==> src/rtl/noc_pkg.sv <==
// Shared NoC definitions: packet/route types and field positions used by the router stages.
package noc_pkg;
  localparam int PKT_W     = 13;
  localparam int DEST_MSB  = 12;
  localparam int DEST_LSB  = 11;
  localparam int NUM_PORTS = 4;

  typedef logic [PKT_W-1:0] noc_pkt_t;
  typedef logic [1:0]       noc_route_t;
endpackage

==> src/rtl/noc_rr_arbiter.sv <==
// Combinational round-robin arbiter: first asserted request scanning ptr, ptr+1, ... modulo N.
module noc_rr_arbiter #(
  parameter int N = 4
) (
  input  logic [N-1:0]         req,
  input  logic [$clog2(N)-1:0] ptr,
  input  logic                 en,
  output logic [N-1:0]         gnt,
  output logic [$clog2(N)-1:0] gnt_idx
);
  localparam int IDX_W = $clog2(N);

  int               idx;
  logic [IDX_W-1:0] sel;
  logic             found;

  always_comb begin
    gnt     = '0;
    gnt_idx = '0;
    found   = 1'b0;
    idx     = 0;
    sel     = '0;
    for (int k = 0; k < N; k++) begin
      idx = int'(ptr) + k;
      if (idx >= N) idx = idx - N;
      sel = IDX_W'(idx);
      if (en && !found && req[sel]) begin
        found   = 1'b1;
        gnt[sel] = 1'b1;
        gnt_idx = sel;
      end
    end
  end
endmodule

==> src/rtl/noc_router_output_arbiter.sv <==
// Router output stage: round-robin picks among inputs routed to PORT_ID into a valid/ready output register.
// Optional statistics counters are built when NOC_ARB_STATS_EN is defined.
module noc_router_output_arbiter
  import noc_pkg::*;
#(
  parameter int NUM_IN  = 4,
  parameter int PORT_ID = 0,
  parameter int CNT_W   = 16
) (
  input  logic                      clk,
  input  logic                      reset,
  input  logic [NUM_IN-1:0]         req_valid,
  input  logic [NUM_IN*PKT_W-1:0]   req_packet,
  input  logic [NUM_IN*2-1:0]       req_route,
  output logic [NUM_IN-1:0]         in_ready,
  output logic                      out_valid,
  output logic [PKT_W-1:0]          out_packet,
  output logic [$clog2(NUM_IN)-1:0] out_src,
  input  logic                      out_ready
`ifdef NOC_ARB_STATS_EN
  ,
  output logic [NUM_IN*CNT_W-1:0]   grant_cnt,
  output logic [CNT_W-1:0]          stall_cnt
`endif
);
  localparam int IDX_W = $clog2(NUM_IN);
  typedef logic [CNT_W-1:0] cnt_t;

  noc_pkt_t         pkt [NUM_IN];
  logic [NUM_IN-1:0] elig;
  logic [NUM_IN-1:0] gnt;
  logic [IDX_W-1:0]  gnt_idx;
  logic [IDX_W-1:0]  rr_ptr;
  logic              load;

  for (genvar i = 0; i < NUM_IN; i++) begin : g_unpack
    assign pkt[i]  = req_packet[i*PKT_W +: PKT_W];
    assign elig[i] = req_valid[i] && (req_route[i*2 +: 2] == noc_route_t'(PORT_ID));
  end

  // Output register is free when empty or draining; this is the only out_ready -> in_ready path.
  assign load = !out_valid || out_ready;

  noc_rr_arbiter #(.N(NUM_IN)) u_arb (
    .req     (elig),
    .ptr     (rr_ptr),
    .en      (load && !reset),
    .gnt     (gnt),
    .gnt_idx (gnt_idx)
  );

  assign in_ready = gnt;

  always_ff @(posedge clk) begin
    if (reset) begin
      out_valid  <= 1'b0;
      out_packet <= '0;
      out_src    <= '0;
      rr_ptr     <= '0;
    end else if (load) begin
      if (|gnt) begin
        out_valid  <= 1'b1;
        out_packet <= pkt[gnt_idx];
        out_src    <= gnt_idx;
        rr_ptr     <= (gnt_idx == IDX_W'(NUM_IN-1)) ? '0 : gnt_idx + 1'b1;
      end else begin
        out_valid <= 1'b0;
      end
    end
  end

`ifdef NOC_ARB_STATS_EN
  cnt_t gcnt [NUM_IN];
  cnt_t scnt;

  for (genvar i = 0; i < NUM_IN; i++) begin : g_gcnt
    assign grant_cnt[i*CNT_W +: CNT_W] = gcnt[i];
    always_ff @(posedge clk) begin
      if (reset) gcnt[i] <= '0;
      else if (in_ready[i] && !(&gcnt[i])) gcnt[i] <= gcnt[i] + 1'b1;
    end
  end

  assign stall_cnt = scnt;

  always_ff @(posedge clk) begin
    if (reset) scnt <= '0;
    else if (out_valid && !out_ready && !(&scnt)) scnt <= scnt + 1'b1;
  end
`endif
endmodule

==> config.mk <==
export PLATFORM = sky130hd
export DESIGN_NAME = noc_router_output_arbiter
export DESIGN_NICKNAME = d
export VERILOG_FILES = /design/src/rtl/noc_pkg.sv /design/src/rtl/noc_rr_arbiter.sv /design/src/rtl/noc_router_output_arbiter.sv
export SDC_FILE = /design/constraint.sdc
export NUM_CORES = 1
export LEC_CHECK = 0
export CORE_UTILIZATION = 42
export DETAILED_ROUTE_END_ITERATION = 12
export PLACE_DENSITY = 0.95
export SYNTH_ARGS = -nofsm -noshare
export SYNTH_HDL_FRONTEND = slang
export SYNTH_SLANG_ARGS = --single-unit
==> constraint.sdc <==
create_clock -name clk -period 4 [get_ports clk]
set_input_delay 0.8 -clock clk [delete_from_list [all_inputs] [get_ports clk]]
set_output_delay 0.8 -clock clk [all_outputs]
set_load 0.01 [all_outputs]
==> key figures <==
CTS
  • CTS clk-pin slew, worst paths: 0.06 ns
  • Longest Clk Path Bufs: 2
  • Clk root buf: clkbuf_8
  • Num Clock Sinks: 18
  • CTS Buf Count: 3
  • H-tree depth: 1
  • Worst skew pair latency: 0.25 ns
  • TritonCTS clock tree: yes

Global route
  • First-pass GRT wire length: 7176 um
  • Antenna violations before repair: 0
  • Total gr overflow: 0
  • Largest net degree at the start of global routing: 42
  • Vias in the first global route: 1650
  • GRT Util Overall: 22.13%

Logic synthesis
  • Top post-synthesis cells by area: dfxtp_1 23%, mux2i_1 9.4%, a22o_1 7.1%
  • Simple-gate area share of the yosys netlist: 26.19%
  • Sequential fraction of the synthesis area: 22.52%
  • Leading area contributor after synthesis: dfxtp_1
  • Synth Area in Adders: 3.909%
  • Ys Warns: 0
  • Cells after Synth: 195
  • EDFF count, synth: 0
  • Synthesized area per cell: 8.207 um^2
  • Post-synthesis mux area share: 12.20%
  • Share of the synthesized area in the top cell type: 22.52%
  • Post-Synth XOR/XNOR Area: 0.5473%
  • Main combinational cell family by area after synthesis: compound AO/OA/AOI/OAI gates
  • Post-synth cell types: 45
  • Post-synthesis compound-gate area fraction: 26.66%
  • Synth Net Count: 267
  • Synthesized area: 1600 um^2
  • Async SR Flop Fraction: 0%
  • Seq cells post-synth: 18
  • Top FF cell, synth: dfxtp_1

Final layout
  • Non-Filler Instances: 333
  • Commonest non-fill, non-tap cells in the layout: 80 x clkdlybuf4s50_1, 18 x dfxtp_1, 17 x a21oi_1
  • Nets: 358
  • Share of post-route cells with drive strength above 1: 12.28%
  • Ant diodes: 0
  • Reg area: 360.3 um^2
  • P&R area growth vs syn: 65.44%
  • Multi-input gate area: 1136 um^2
  • Leading cell type in the layout, fill and taps excluded: clkdlybuf4s50_1
  • # fillers: 289

Setup path
  • Crit-path cells: clkdlybuf4s50_1 -> or3b_4 -> and3_1 -> o2111ai_2 -> o41ai_4 -> buf_4 -> a222oi_1 -> inv_1 -> clkbuf_2
  • CP top delay family: buffers and inverters
  • Max incr delay on CP: 0.46 ns
  • Critical path arrival: 3.04 ns
  • R2R Setup Slk: 0.88 ns
  • Crit path kind: in -> out
  • WP buf/inv: 4
  • Crit. End Element: primary output
  • Worst setup SP type: primary input
  • Critical Path RT: 3.20 ns
  • Critical Path Slowest Stage Cell: clkdlybuf4s50_1
  • Max FO, Critical Path: 5

Timing
  • Slew @ Worst Pin: 0.3839 ns
  • Fmax achieved: 260.3 MHz
  • Final Slew Violations: 0
  • Slew margin rel.: 74.05%
  • Fin crit share: 96.03%
  • Hold_ws: 0.4667 ns
  • Final setup fails: 0
  • RSZ-0062 raised after global routing: no
  • Tmin final: 3.841 ns
  • Final setup TNS: 0 ns
  • Final hold viol count: 0
  • Fin Clk Skew: 0.0007896 ns

Floorplan
  • DIE AREA: 4061 um^2
  • IO Count: 87
  • Die width: 63.73 um
  • Die Ht: 63.73 um
  • Starting density of the core: 43.71%
  • Core ar.: 3661 um^2
  • Row count: 22

Placement
  • Cell count after placement: 325
  • Input/output buffers: 86
  • GP Congestion: 0.8060
  • HPWL after DPL: 3284 um

Power
  • Peak VDD IR: 0.2256 mV
  • P per Cell Area: 379.4 nW/um^2
  • Leak Pwr: 1.143 nW

Route
  • DR pass1 iterations: 7
  • Vias: 1791
  • Number of DRC markers in iteration 0: 99
  • Antenna-violating nets left: 0
  • Final WL: 4370 um
  • Vias per cell: 5.378
  • WL/cell: 13.12 um
  • DRC: 0

Worst hold path
  • Hold Path Class: reg -> reg

Run status
  • Outcome: complete, no violations

Job
  • Max Cap Viol: 0
synth_stat cells, types with 2 or more instances:
cell,instances
dfxtp_1,18
mux2i_1,15
a22o_1,13
nor2b_1,2
nand3b_1,13
inv_1,9
mux4_2,2
buf_2,6
clkbuf_1,4
nor2_1,6
nand3_1,2
a222oi_1,4
buf_4,4
nor3b_1,3
nor4_1,2
nand2_1,10
o21ai_1,14
nand2b_1,13
a21oi_1,17
ha_1,5
o21ai_0,5
nor3_1,5
state kept, by name, indices dropped and copies added (netlist names):
| register | count |
|---|---|
| out_packet | 13 |
| out_src | 2 |
| out_valid | 1 |
| rr_ptr | 2 |
power breakdown:
group	leakage (nW)	internal, mW	total (mW)	switching (mW)
Clock	0.0288	0.0874	0.144	0.0562
Sequential	0.148	0.229	0.257	0.0287
Combinational	0.967	0.321	0.604	0.283
kinds of logic (layout without fill, tap and decap cells):
family	Yosys count	after routing
AND/OR/NAND/NOR	68	68
AO/OA/AOI/OAI	61	61
buffers and inverters	25	115
flip-flops	18	18
multiplexers	17	17
adder cells (fa/ha/maj)	5	5
XOR/XNOR	1	1
layer usage:
layer / track usage (%) / wire [um] / up-vias
met2: 41.49 / 2313 / 64
met1: 25.66 / 1777 / 814
li1: - / - / 908
met4: 4.545 / 27 / 0
met5: 0 / 0 / -
met3: 3.986 / 250 / 5
stage by stage:
stage	power [mW]	instance area (um^2)	utilization, %	setup WS [ns]
after global placement	0.8413	2539	69.34	-0.07599
after global routing	1.080	2648	72.32	0.007900
final	1.004	2648	72.32	0.1590
after CTS	1.011	2635	71.98	0.0002920
after detailed placement	0.8580	2539	69.34	-0.1123
after floorplan	0.6315	1600	-	0.9032
worst paths after layout:
| kind | from | to | cells after the start |
|---|---|---|---|
| worst min register to register | out_src[1] | out_src[1] | 2 |
| worst max-delay path | req_valid[3] | in_ready[2] | 9 |
| worst max register to register | rr_ptr[1] | rr_ptr[1] | 11 |
| worst min-delay path | out_src[1] | out_src[1] | 2 |
layout make-up:
cell class / count / share of cell area (%)
Timing Repair Buffer: 101 / 37.71
Inverter: 10 / 1.418
Sequential cell: 18 / 13.61
Tap cell: 48 / 2.268
Multi-Input combinational cell: 152 / 42.91
Clock buffer: 4 / 2.079
worst min-delay path: cells and delay by family, from the launching register on:
kind	cells	cell delay, ns
flops	1	0.32
simple gates	1	0.06
compound gates	1	0.05
what timing repair did:
item	in CTS	in global routing
pin swaps	5	4
resized for setup	5	9
hold buffers	0	0
endpoints found under the setup margin	4	4
setup buffers	3	1
Power figures use the tool's default switching activity.
